## config.mk

```make
export PLATFORM = sky130hd
export DESIGN_NAME = multicycle_ctrl
export DESIGN_NICKNAME = d
export VERILOG_FILES = /design/src/rtl/multicycle_ctrl.sv
export SDC_FILE = /design/constraint.sdc
export NUM_CORES = 1
export LEC_CHECK = 0
export CAP_MARGIN = 30
export CORE_MARGIN = 2
export CORE_UTILIZATION = 49
export DETAILED_ROUTE_END_ITERATION = 10
export PLACE_DENSITY = 0.93
export SLEW_MARGIN = 20
export SYNTH_ARGS = -nofsm -noshare
export SYNTH_HDL_FRONTEND = slang
export SYNTH_SLANG_ARGS = --single-unit
```

## constraint.sdc

```tcl
create_clock -name clk_i -period 5.6 [get_ports clk_i]
set_input_delay 1.68 -clock clk_i [delete_from_list [all_inputs] [get_ports clk_i]]
set_output_delay 1.68 -clock clk_i [all_outputs]
set_load 0.01 [all_outputs]
```

## src/rtl/multicycle_ctrl.sv

```systemverilog
// multicycle_ctrl: multi-cycle control sequencer for the 19-bit core.
// Steps each instruction through FETCH, DECODE, EXECUTE, optional MEM and WB.
// Ports:
//   clk_i, rst_n_i         clock (rising edge), asynchronous active-low reset
//   run_i                  level enable for instruction execution
//   imem_req_o/rvalid_i    instruction fetch handshake; ir_we_o loads the IR
//   *_type_i, op_i         decoder class flags and opcode (decoded from the IR)
//   branch_taken_i         ALU compare result for branches
//   dmem_req_o/we_o/rvalid_i  data memory handshake (we: 1 = store)
//   pc_we_o, pc_sel_o      PC update strobe and source select
//   rf_we_o, wb_sel_o      register-file write strobe and write-back select
//   state_o, trap_o        current state, sticky fault flag
//   retire_o, instret_o    retire pulse and retired-instruction count
module multicycle_ctrl #(
  parameter logic [3:0]  LOAD_OP     = 4'b0011,
  parameter int unsigned MEM_TIMEOUT = 15,
  parameter int unsigned CNT_W       = 16
) (
  input  logic             clk_i,
  input  logic             rst_n_i,
  input  logic             run_i,
  output logic             imem_req_o,
  input  logic             imem_rvalid_i,
  output logic             ir_we_o,
  input  logic             r_type_i,
  input  logic             i_type_i,
  input  logic             s_type_i,
  input  logic             b_type_i,
  input  logic             u_type_i,
  input  logic             j_type_i,
  input  logic [3:0]       op_i,
  input  logic             branch_taken_i,
  output logic             dmem_req_o,
  output logic             dmem_we_o,
  input  logic             dmem_rvalid_i,
  output logic             pc_we_o,
  output logic [1:0]       pc_sel_o,
  output logic             rf_we_o,
  output logic [1:0]       wb_sel_o,
  output logic [2:0]       state_o,
  output logic             trap_o,
  output logic             retire_o,
  output logic [CNT_W-1:0] instret_o
);

  typedef enum logic [2:0] {
    S_IDLE    = 3'd0,
    S_FETCH   = 3'd1,
    S_DECODE  = 3'd2,
    S_EXECUTE = 3'd3,
    S_MEM     = 3'd4,
    S_WB      = 3'd5,
    S_TRAP    = 3'd7
  } state_e;

  localparam logic [7:0] TIMEOUT = 8'(MEM_TIMEOUT);

  state_e           state_q, state_d;
  logic [7:0]       timer_q, timer_d;
  logic             trap_q, trap_d;
  logic [CNT_W-1:0] instret_q, instret_d;

  logic   is_load;
  logic   any_class;
  state_e next_instr;

  // Class flags stay valid for the whole instruction because the decoder is
  // fed from the IR, which only changes on ir_we_o.
  assign is_load    = i_type_i && (op_i == LOAD_OP);
  assign any_class  = r_type_i | i_type_i | s_type_i | b_type_i | u_type_i | j_type_i;
  assign next_instr = run_i ? S_FETCH : S_IDLE;

  always_comb begin
    state_d    = state_q;
    timer_d    = '0;   // zero default clears the timer on entry to FETCH/MEM
    imem_req_o = 1'b0;
    ir_we_o    = 1'b0;
    dmem_req_o = 1'b0;
    dmem_we_o  = 1'b0;
    pc_we_o    = 1'b0;
    pc_sel_o   = 2'b00;
    rf_we_o    = 1'b0;
    wb_sel_o   = 2'b00;
    retire_o   = 1'b0;
    unique case (state_q)
      S_IDLE: begin
        if (run_i) state_d = S_FETCH;
      end
      S_FETCH: begin
        imem_req_o = 1'b1;
        if (imem_rvalid_i) begin
          ir_we_o = 1'b1;
          state_d = S_DECODE;
        end else begin
          timer_d = timer_q + 8'd1;
          if (timer_d == TIMEOUT) state_d = S_TRAP;
        end
      end
      S_DECODE: begin
        state_d = any_class ? S_EXECUTE : S_TRAP;
      end
      S_EXECUTE: begin
        if (s_type_i || is_load) begin
          state_d = S_MEM;
        end else if (b_type_i) begin
          pc_we_o  = 1'b1;
          pc_sel_o = branch_taken_i ? 2'b01 : 2'b00;
          retire_o = 1'b1;
          state_d  = next_instr;
        end else begin
          state_d = S_WB;
        end
      end
      S_MEM: begin
        dmem_req_o = 1'b1;
        dmem_we_o  = s_type_i;
        // rvalid is checked first so an ack on the expiry cycle still wins
        if (dmem_rvalid_i) begin
          if (s_type_i) begin
            pc_we_o  = 1'b1;
            retire_o = 1'b1;
            state_d  = next_instr;
          end else begin
            state_d = S_WB;
          end
        end else begin
          timer_d = timer_q + 8'd1;
          if (timer_d == TIMEOUT) state_d = S_TRAP;
        end
      end
      S_WB: begin
        rf_we_o  = 1'b1;
        pc_we_o  = 1'b1;
        retire_o = 1'b1;
        if (j_type_i) begin
          wb_sel_o = 2'b10;
          pc_sel_o = 2'b10;
        end else if (u_type_i) begin
          wb_sel_o = 2'b11;
        end else if (is_load) begin
          wb_sel_o = 2'b01;
        end
        state_d = next_instr;
      end
      S_TRAP: begin
        state_d = S_TRAP;
      end
      default: begin
        state_d = S_TRAP;
      end
    endcase
    trap_d    = trap_q | (state_d == S_TRAP);
    instret_d = instret_q + CNT_W'(retire_o);
  end

  always_ff @(posedge clk_i or negedge rst_n_i) begin
    if (!rst_n_i) begin
      state_q   <= S_IDLE;
      timer_q   <= '0;
      trap_q    <= 1'b0;
      instret_q <= '0;
    end else begin
      state_q   <= state_d;
      timer_q   <= timer_d;
      trap_q    <= trap_d;
      instret_q <= instret_d;
    end
  end

  assign state_o   = state_q;
  assign trap_o    = trap_q;
  assign instret_o = instret_q;

endmodule
```

==> metrics.cfg, run 1 <==
[status]
outcome = finished, violations left
violations = design-rule violations

[timing]
setup_viol = 0
fin_setup_tns_ns = 0
finClkSkew_ns = 0.00987
fin_ws_ns = 0.222
slew_viol_final = 0
maxSlewHeadroom_pct = 69.0
finalCriticalPeriod_ns = 5.38
rsz0062_at_grt = false
worst_pin_slew_ns = 0.461
hold_viol_final = 0
period_share_pct = 96.0
fmax_mhz = 186

[clock_tree]
cts_max_path_buffers = 2
insertion_delay_ns = 0.33
cts_tree = done
cts-hold-fix-buffers = 0
cts_setup_buffers = 0
clkSlewWorstSetupHoldPaths_ns = 0.15
cts_sinks = 28
htreeDepth = 1
post_cts.resized_instances = 0
cts_buffers = 3
root_buffer = clkbuf_4

[global_routing]
track_usage_pct = 21.4
top_usage_layer = met2
use_met2_pct = 39.6
grt_pass1_vias = 1236
grt_start_max_net_pins = 29
grt.overflow.total = 0
grt_pass1_wl_um = 5580
antenna_found_initial = 0
use_met1_pct = 25.6
grt_util_met3_pct = 4.40

[route]
vias = 1264
first_pass_iters = 8
ant_nets = 0
drt-initial-drc-count = 60
wl_um = 3480
drcViolationCount = 7
wire_per_inst_um = 15.2
vias_per_cell = 5.54

[final_layout]
final_util_pct = 71.5
fin_area_mm2 = 0.00201
final_nets = 218
num_antenna_cells = 0
layout-drive-gt1-share_pct = 4.57
syn_to_final_growth_pct = 36.9

[synth]
avgSynthCellArea_um2 = 9.77
synth.yosys.seq_area_share_pct = 47.8
synth_area_mm2 = 0.00147
ys_ff_latch = 28
yosysUniqueCellTypes = 37
syn_nets = 170
async_flop_share_pct = 100
yosys-top-cells-count = 28 x dfrtp_1, 21 x nor2_1, 11 x nand3_1
yosysMostFrequentCell = dfrtp_1
synth_cells = 150
synth_top_area_share_pct = 47.8
synth_largest_area_cell = dfrtp_1
ys.flop_type = dfrtp_1
synthTopCellsByArea = dfrtp_1 48%, xnor2_1 6.0%, nor2_1 5.4%
ys_warn_count = 0
synth_edf_count = 0

[pwr]
switchingPower_w = 0.000259
leakagePower_nw = 0.868
power_frac_comb_pct = 40.7
ir_worst_vdd_mv = 0.200
finalPower_w = 0.000734
p_int_w = 0.000475
clkPwrFrac_pct = 18.1
p_per_area_mw_per_mm2 = 366
p_sw_share_pct = 35.3
seqPwrFrac_pct = 41.2

[die]
initial_core_util_pct = 52.2
rows = 19
die_x_um = 58.7
io_pins = 47
die_area_mm2 = 0.00344
die_h_um = 58.7
core_mm2 = 0.00281

[critical_path]
r2r-start = state_o[1]
worstPathRequired_ns = 3.92
crit_arrival_ns = 3.70
reg2reg_to = instret_o[12]
startpoint = i_type_i
ff2ff_path_depth = 9
slowest_delay_ns = 0.62
crit_type = input port to output pin
cp_max_fo = 3
startpoint_type = input port
setup.worst_path.end_class = output pin
r2r_slack_ns = 2.87
critical_path.cell_chain = clkdlybuf4s50_1 > or3b_1 > nor2_1 > or4_1 > o21ai_0 > clkdlybuf4s50_1
slowest_stage = clkdlybuf4s50_1
cpMostUsedCell = clkdlybuf4s50_1

[hold_path]
whs_path_depth = 1
min_to = instret_o[15]
hp-start = instret_o[15]
hold_class = flop to flop

[placed_design]
place_hpwl_um = 2690
post_dp_cell_area_mm2 = 0.00195
pre_cts_ws_ns = 0.204
place_congestion = 0.833
portBuffers = 46

[flow_run]
drv_cap = 0

[placed cells by master, fill, tap and decap left out, drive strengths merged, types with 2 or more instances in the layout]
cell type / synthesis / final
a211o: 2 / 2
nand2: 10 / 10
inv: 7 / 7
a211oi: 2 / 2
o211ai: 2 / 2
xor2: 10 / 10
dfrtp: 28 / 28
nand4: 2 / 2
nand3: 11 / 11
ha: 4 / 4
nand2b: 5 / 5
clkdlybuf4s50: 0 / 46
a21oi: 5 / 5
nand4b: 2 / 2
nor2b: 2 / 2
clkbuf: 3 / 3
xnor2: 10 / 10
and3: 4 / 4
nor3b: 2 / 2
nor3: 5 / 5
nor2: 21 / 21
[layout make-up]
class	instances	area (um2)
clock buffers	3	22.5
well taps	31	38.8
clock inverters	1	30.0
repair buffers	47	468
fillers	222	800
inverters	7	26.3
flip-flops and latches	28	701
multi-input cells	111	719
[cell families after synthesis]
logic type	count (synthesis)	share of synthesized area [%]
AND/OR/NAND/NOR	69	24.3
flip-flops	28	47.8
XOR/XNOR	20	12.5
AO/OA/AOI/OAI	18	8.97
buffers and inverters	11	3.07
adder cells (fa/ha/maj)	4	3.42
[state kept, by name, summed over array words and instances, names as in the netlist]
signal / cells
timer_q: 8
instret_o: 16
state_o: 3
trap_o: 1
[stage by stage]
| step | hold WS (ns) | instances |
|---|---|---|
| detailed placement | 0.490 | 224 |
| CTS | 0.514 | 228 |
| global route | 0.525 | 228 |
| global placement | 0.459 | 224 |
| finish | 0.505 | 228 |
| floorplan | 0.446 | 150 |
[worst max-delay path, delay by kind of cell]
family                 cells  cell delay (ns)
buffers and inverters      2             1.03
AND/OR/NAND/NOR            3             0.81
AO/OA/AOI/OAI              1             0.17
[per-layer routing]
layer	vias up	part of all wire (%)	routed length, um
met3	2	6.2	216
li1	606	-	-
met1	616	40	1400
met5	-	0	0
met2	40	53	1840
met4	0	0.55	19
[worst max-delay path by stage]
stage	end	slack, ns	cells after the start
final	retire_o	0.22	6
after global routing	retire_o	0.08	6
after CTS	retire_o	0.20	6
after detailed placement	retire_o	0.20	6
after global placement	pc_we_o	0.31	6
after floorplan	retire_o	1.10	5
[power groups by stage]
stage / combinational (W) / clock [W] / sequential (W)
after detailed placement: 0.000300 / 0 / 0.000305
after floorplan: 0.000155 / 0 / 0.000290
after global placement: 0.000285 / 0 / 0.000299
after CTS: 0.000302 / 0.000136 / 0.000301
final: 0.000299 / 0.000133 / 0.000303
after global routing: 0.000327 / 0.000144 / 0.000311
(Power assumes the default switching activity.)
==> inputs of run 2 (changes only) <==
--- a/config.mk
+++ b/config.mk
@@ -5,7 +5,7 @@
 export SDC_FILE = /design/constraint.sdc
 export NUM_CORES = 1
 export LEC_CHECK = 0
-export CAP_MARGIN = 30
+export CAP_MARGIN = 20
 export CORE_MARGIN = 2
 export CORE_UTILIZATION = 49
 export DETAILED_ROUTE_END_ITERATION = 10
==> results of run 2 <==
No change in the layout: final DEF, timing and power equal those of run 1.
==> inputs of run 3 (changes only) <==
--- a/config.mk
+++ b/config.mk
@@ -7,9 +7,10 @@
 export LEC_CHECK = 0
 export CAP_MARGIN = 20
 export CORE_MARGIN = 2
-export CORE_UTILIZATION = 49
+export CORE_UTILIZATION = 35
+export CTS_CLUSTER_DIAMETER = 30
 export DETAILED_ROUTE_END_ITERATION = 10
-export PLACE_DENSITY = 0.93
+export PLACE_DENSITY = 0.72
 export SLEW_MARGIN = 20
 export SYNTH_ARGS = -nofsm -noshare
 export SYNTH_HDL_FRONTEND = slang
==> run 3 against run 2 <==
Compared with the run above: the flow now finishes without violations; largest power group unchanged; critical path depth is the same; highest routed layer unchanged; count of clock-buffer cells in the layout unchanged; utilization decreased by 21 points.
==> metrics.cfg, run 3 (synthesized netlist as in run 1, its figures left out) <==
[pwr]
seqPwrFrac_pct = 40.2
p_per_area_mw_per_mm2 = 365
clkPwrFrac_pct = 21.0
p_int_w = 0.000497
p_sw_share_pct = 33.4
leakagePower_nw = 0.876
ir_worst_vdd_mv = 0.142
switchingPower_w = 0.000250
power_frac_comb_pct = 38.8

[final_layout]
layout-drive-gt1-share_pct = 4.57
largest_reg_flops = 16
final_util_pct = 50.8
final_cell_mix = 46 x clkdlybuf4s50_1, 28 x dfrtp_1, 21 x nor2_1, 11 x nand3_1
layout_commonest_cell = clkdlybuf4s50_1
final_nets = 218
fillers = 384
num_antenna_cells = 0
syn_to_final_growth_pct = 39.8
final_cells = 247

[die]
die_h_um = 68.7
core_mm2 = 0.00403
rows = 23
initial_core_util_pct = 36.4
die_x_um = 68.7
die_area_mm2 = 0.00472
io_pins = 47

[timing]
worst_pin_slew_ns = 0.474
rsz0062_at_grt = false
period_share_pct = 95.2
hold_viol_final = 0
fmax_mhz = 188
finalCriticalPeriod_ns = 5.33
fin_setup_tns_ns = 0
slew_viol_final = 0
finClkSkew_ns = 0.00216
maxSlewHeadroom_pct = 68.2
setup_viol = 0

[critical_path]
slowest_delay_ns = 0.61
cpMostUsedCell = clkdlybuf4s50_1
worstPathRequired_ns = 3.92
startpoint = i_type_i
slowest_stage = clkdlybuf4s50_1
startpoint_type = input port
critical_path.cell_chain = clkdlybuf4s50_1 > or3b_1 > nor2_1 > or4_1 > o21ai_0 > clkdlybuf4s50_1
cp_max_fo = 3
crit_type = input port to output pin
crit_arrival_ns = 3.65
setup.worst_path.end_class = output pin
r2r-start = state_o[1]

[clock_tree]
cts_setup_buffers = 0
cts-hold-fix-buffers = 0
cts_buffers = 3
clkSlewWorstSetupHoldPaths_ns = 0.09
insertion_delay_ns = 0.27
cts_max_path_buffers = 2
cts_tree = done
post_cts.resized_instances = 0
cts_sinks = 28
root_buffer = clkbuf_8
htreeDepth = 1

[placed_design]
place_hpwl_um = 2380
place_congestion = 0.742
post-place-cells = 243
portBuffers = 46

[global_routing]
antenna_found_initial = 0
track_usage_pct = 13.9
grt_start_max_net_pins = 29
grt_pass1_vias = 1103
grt.overflow.total = 0
grt_pass1_wl_um = 4940

[route]
drt-initial-drc-count = 53
ant_nets = 0
vias_per_cell = 4.96
wire_per_inst_um = 12.5
wl_um = 3080
vias = 1225
drcViolationCount = 0
first_pass_iters = 4

[hold_path]
hold_class = flop to flop
hp-start = instret_o[15]

[status]
outcome = completed

[flow_run]
drv_cap = 0

run 3: cell counts in the layout (fill, tap and decap cells not counted):
Identical to the previous run, type by type.
run 3: per-stage QoR:
| step | area, um2 | hold WS [ns] | setup slack, ns | power [W] |
|---|---|---|---|---|
| after detailed placement | 1980 | 0.471 | 0.264 | 0.000596 |
| after floorplan | 1470 | 0.446 | 1.10 | 0.000445 |
| final | 2050 | 0.484 | 0.270 | 0.000747 |
| after global placement | 1980 | 0.464 | 0.276 | 0.000592 |
| after global routing | 2050 | 0.502 | 0.132 | 0.000801 |
| after CTS | 2050 | 0.488 | 0.259 | 0.000756 |
run 3: per-layer routing:
metal	share of wire, %	vias to the layer above	wire [um]	track usage, %
li1	-	609	-	-
met1	45	596	1390	18.6
met2	51	16	1590	22.6
met3	2.0	4	63	2.11
met4	1.6	0	50	5.88
met5	0	-	0	0
run 3: power groups by stage:
stage	registers [W]	clock network [W]	logic [W]
final	0.000300	0.000157	0.000290
after floorplan	0.000290	0	0.000155
after CTS	0.000300	0.000161	0.000295
after global placement	0.000303	0	0.000289
after global routing	0.000308	0.000168	0.000324
after detailed placement	0.000304	0	0.000291
run 3: path summary, 6_finish.rpt:
check	to	slack [ns]	cells after the start
min in group asynchronous	instret_o[12]	1.77	2
max	retire_o	0.27	6
min reg2reg	instret_o[15]	0.48	1
min	instret_o[15]	0.48	1
max in group asynchronous	instret_o[6]	3.58	2
max reg2reg	instret_o[14]	2.85	9
run 3: layout make-up:
| type | count | area (um2) | area share (%) |
|---|---|---|---|
| clock buffers | 3 | 41.3 | 2.02 |
| repair buffers | 47 | 468 | 22.8 |
| inverters | 7 | 26.3 | 1.28 |
| flip-flops and latches | 28 | 701 | 34.2 |
| multi-input cells | 111 | 719 | 35.1 |
| clock inverters | 1 | 30.0 | 1.47 |
| well taps | 50 | 62.6 | 3.05 |
run 3: critical path: cells and delay by family:
kind	cells	cell delay (ns)
buffers and inverters	2	1.02
AOI/OAI and AO/OA	1	0.17
and+or+nand+nor	3	0.79
==> RTL change 1 (settings of run 3) <==
Set the parameter `CNT_W` to 32 (it was 16).
--- a/src/rtl/multicycle_ctrl.sv
+++ b/src/rtl/multicycle_ctrl.sv
@@ -14,7 +14,7 @@
 module multicycle_ctrl #(
   parameter logic [3:0]  LOAD_OP     = 4'b0011,
   parameter int unsigned MEM_TIMEOUT = 15,
-  parameter int unsigned CNT_W       = 16
+  parameter int unsigned CNT_W       = 32
 ) (
   input  logic             clk_i,
   input  logic             rst_n_i,
Interface: changed (resized instret_o); port bits go from 47 to 63. The function was not compared with the original's and may differ.
==> RTL change 1 against run 3 <==
- area after synthesis up 45%
- setup slack better by 0.24 ns
- global-route usage up 0.50 points
- final area up 44%
- utilization down 0.80 points
- fmax up 4.8%
- worst hold slack worse by 0.011 ns
- synthesized cell count up 33%
- total power up 22%
- sequential cell count up 16
- routed wire length up 45%
- critical endpoint is now pc_we_o
- largest power group unchanged
==> RTL change 1: results (changes against run 3) <==
end of the worst hold path=instret_o[31] (was instret_o[15]); Total Routing Usage GR=0.144 (was 0.139); R2R setup slack=2.63 ns (was 2.85 ns); slowest cell delay on critical path=0.55 ns (was 0.61 ns); capture point of the critical path=pc_we_o (was retire_o); final cell count without fillers=343 (was 247); DRC violation total after the first TritonRoute iteration=107 (was 53); reg2reg path depth=11 (was 9); fill cell instance count of the final layout=541 (was 384); detailed-router iteration count before antenna repair=6 (was 4); final design instance area without fill=2950 um^2 (was 2050 um^2); met1 capacity usage during global routing=0.197 (was 0.186); status=finished, final reports clean (unchanged); global routing usage on met2=0.223 (was 0.226); logic gate share of total power=0.278 (was 0.388); Setup Skew=0.00667 ns (was 0.00216 ns); wire length per cell after detailed routing=13.1 um (was 12.5 um); standby leakage power=0.00127 uW (was 0.000876 uW); origin of the critical flop-to-flop path=state_o[0] (was state_o[1]); sequential cell area fraction in the yosys report=0.519 (was 0.478); routed metal-1 wire length=2120 um (was 1390 um); via count of the first global-routing pass=1616 (was 1103); fraction of layout instances using a drive strength above 1=0.0597 (was 0.0457); Met2 Routed Length=2110 um (was 1590 um); Post-Synthesis Net Count=219 (was 170); P_sw=272 uW (was 250 uW); post-synthesis cell type count=39 (was 37)
RTL change 1: cell types whose count changed after synthesis, sizes merged, moves of 3 or more:
cell	run 3	this run
a31o	0	3
nand4	2	8
clkbuf	3	0
nand2b	5	1
dfrtp	28	44
and3	4	7
and2	1	7
xnor2	10	23
nand3	11	17
RTL change 1: metrics by stage:
step	hold slack, ns	total power (uW)	worst slack (ns)
floorplan	0.493	533	1.39
detailed placement	0.461	666	0.514
global placement	0.457	664	0.553
finish	0.472	914	0.512
global route	0.487	966	0.385
CTS	0.473	924	0.502
RTL change 1: logic make-up (layout without fill, tap and decap cells):
| logic type | Yosys count | after routing | share of synthesized area |
|---|---|---|---|
| compound gates | 17 | 17 | 0.0613 |
| fa+ha+maj | 4 | 4 | 0.0236 |
| buf+inv | 8 | 77 | 0.0194 |
| xor+xnor | 35 | 35 | 0.144 |
| flops | 44 | 44 | 0.519 |
| simple gates | 91 | 91 | 0.233 |
RTL change 1: worst reg2reg max path: stages (launching register included):
cell and delay [ns]:
sky130_fd_sc_hd__dfrtp_1 0.51, sky130_fd_sc_hd__nor2b_1 0.24, sky130_fd_sc_hd__and2_1 0.21, sky130_fd_sc_hd__a22o_1 0.20, sky130_fd_sc_hd__ha_1 0.22, sky130_fd_sc_hd__ha_1 0.21, sky130_fd_sc_hd__nand3_1 0.19, sky130_fd_sc_hd__nor3_2 0.40
sky130_fd_sc_hd__and2_1 0.29, sky130_fd_sc_hd__nand3_1 0.13, sky130_fd_sc_hd__nor2_1 0.13, sky130_fd_sc_hd__xor2_1 0.17
RTL change 1: cell type report:
cell class	instances	area share
multi-input combinational	147	0.333
inverter	6	0.00765
timing repair buffer	63	0.212
clock buffer	6	0.0280
tap	75	0.0319
clock inverter	2	0.0132
sequential	44	0.374
==> RTL change 2 (flow settings as in run 3) <==
Made on the original files. Reset style: synchronous (`rst_n_i`), changed in one clocked block. Comments in the files are not updated.
--- a/src/rtl/multicycle_ctrl.sv
+++ b/src/rtl/multicycle_ctrl.sv
@@ -153,7 +153,7 @@
     instret_d = instret_q + CNT_W'(retire_o);
   end
 
-  always_ff @(posedge clk_i or negedge rst_n_i) begin
+  always_ff @(posedge clk_i) begin
     if (!rst_n_i) begin
       state_q   <= S_IDLE;
       timer_q   <= '0;
Function: differs if rst_n_i is asserted again (counterexample within 4 cycles, from zero or initial values and one cycle with rst_n_i low); with rst_n_i held inactive, the same outputs for 10 cycles.
==> RTL change 2 against run 3 <==
- critical path depth did not move
- fmax increased by 0.89%
- synthesized cell count grew 14%
- via count grew 4.3%
- highest routed layer unchanged
- area after synthesis fell by 1.8%
- critical path type unchanged
- routed wire length up 3.7%
- count of clock-buffer cells in the layout unchanged
- die area shrank 1.7%
- sequential cell count is the same
- global-route usage up 0.32 points
- setup slack gained 0.047 ns
- final area fell by 2.7%
Power is not compared: it rests on default switching activity, and its combinational part moved more than twofold at a synthesized area within 25%.
==> RTL change 2: results (changes against run 3) <==
most instantiated cells after synthesis=sky130_fd_sc_hd__nor2_1 (30), sky130_fd_sc_hd__dfxtp_1 (28), sky130_fd_sc_hd__xor2_1 (12) (was sky130_fd_sc_hd__dfrtp_1 (28), sky130_fd_sc_hd__nor2_1 (21), sky130_fd_sc_hd__nand3_1 (11)); detailed-router iteration count before antenna repair=5 (was 4); Worst slew margin=0.674 (was 0.682); routed metal-1 wire length=1390 um (about the same); Total Routing Usage GR=0.143 (was 0.139); pin count of the biggest net entering global routing=17 (was 29); wire length of the first global-routing pass=5070 um (was 4940 um); fraction of layout instances using a drive strength above 1=0.0514 (was 0.0457); sequential cell area fraction in the yosys report=0.390 (was 0.478); met3 Usage GRT=0.0313 (was 0.0211); fill cell instance count of the final layout=383 (was 384); Synth Flop Type=sky130_fd_sc_hd__dfxtp_1 (was sky130_fd_sc_hd__dfrtp_1); global routing usage on met2=0.250 (was 0.226); status=finished, final reports clean (unchanged); Setup Skew=0.00913 ns (was 0.00216 ns); worst supply voltage drop on vdd=0.118 mV; total met3 wirelength after detailed routing=259 um (was 63 um); Worst Min Path Start=trap_o (was instret_o[15]); DRC violation total after the first TritonRoute iteration=73 (was 53); Async S/R FF share, synth=0 (was 1.00); Met2 Routed Length=1520 um (was 1590 um); met1 capacity usage during global routing=0.170 (was 0.186); DR vias=1278 (was 1225); via count of the first global-routing pass=1167 (was 1103); worst setup path startpoint=op_i[3] (was i_type_i); origin of the critical flop-to-flop path=state_o[0] (was state_o[1]); placed inst area=1920 um^2 (was 1980 um^2); top post-synthesis cells by area=sky130_fd_sc_hd__dfxtp_1 (39%), sky130_fd_sc_hd__nor2_1 (7.8%), sky130_fd_sc_hd__xor2_1 (7.3%), sky130_fd_sc_hd__xnor2_1 (3.7%), sky130_fd_sc_hd__ha_1 (3.5%) (was sky130_fd_sc_hd__dfrtp_1 (48%), sky130_fd_sc_hd__xnor2_1 (6.0%), sky130_fd_sc_hd__nor2_1 (5.4%), sky130_fd_sc_hd__xor2_1 (5.4%), sky130_fd_sc_hd__nand3_1 (3.8%)); half-perimeter wire length after placement=2490 um (was 2380 um)
-- RTL change 2: cell types whose count changed in the layout (fill, tap and decap cells not counted), moves of 4 or more --
cell	before	now
sky130_fd_sc_hd__dfrtp_1	28	0
sky130_fd_sc_hd__xnor2_1	10	6
sky130_fd_sc_hd__and2_1	1	6
sky130_fd_sc_hd__o21ai_0	1	5
sky130_fd_sc_hd__dfxtp_1	0	28
sky130_fd_sc_hd__a21oi_1	5	9
sky130_fd_sc_hd__nor2_1	21	30
-- RTL change 2: final cells by class --
class	count	share of cell area
clock inverters	1	0.0151
flip-flops and latches	28	0.281
well taps	50	0.0314
clock buffers	3	0.0207
repair buffers	46	0.231
multi-input cells	129	0.407
inverters	7	0.0132
-- RTL change 2: power groups by stage --
stage               sequential (uW)  combinational, uW  clock (uW)
floorplan                       209               20.5           0
global placement                211               39.7           0
detailed placement              211               40.2           0
CTS                             207               40.4         159
global route                    208               44.6         169
finish                          207               39.8         155
-- RTL change 2: kinds of logic after synthesis --
logic type      synth area share
buf+inv                   0.0461
simple gates               0.310
compound gates            0.0991
fa+ha+maj                 0.0348
xor+xnor                   0.121
flops                      0.390
-- RTL change 2: final timing paths --
| check | endpoint | slack (ns) | depth (start not counted) |
|---|---|---|---|
| worst min register to register | trap_o | 0.48 | 2 |
| worst max register to register | instret_o[14] | 3.00 | 9 |
| worst max-delay path | retire_o | 0.32 | 6 |
| worst min-delay path | trap_o | 0.48 | 2 |
-- RTL change 2: metrics by stage --
step,util,total power [uW],instances
5_1_grt,0.502,422,264
3_3_place_gp,0.484,251,260
3_5_place_dp,0.484,251,260
4_1_cts,0.502,406,264
6_report,0.502,402,264
2_1_floorplan,-,229,171
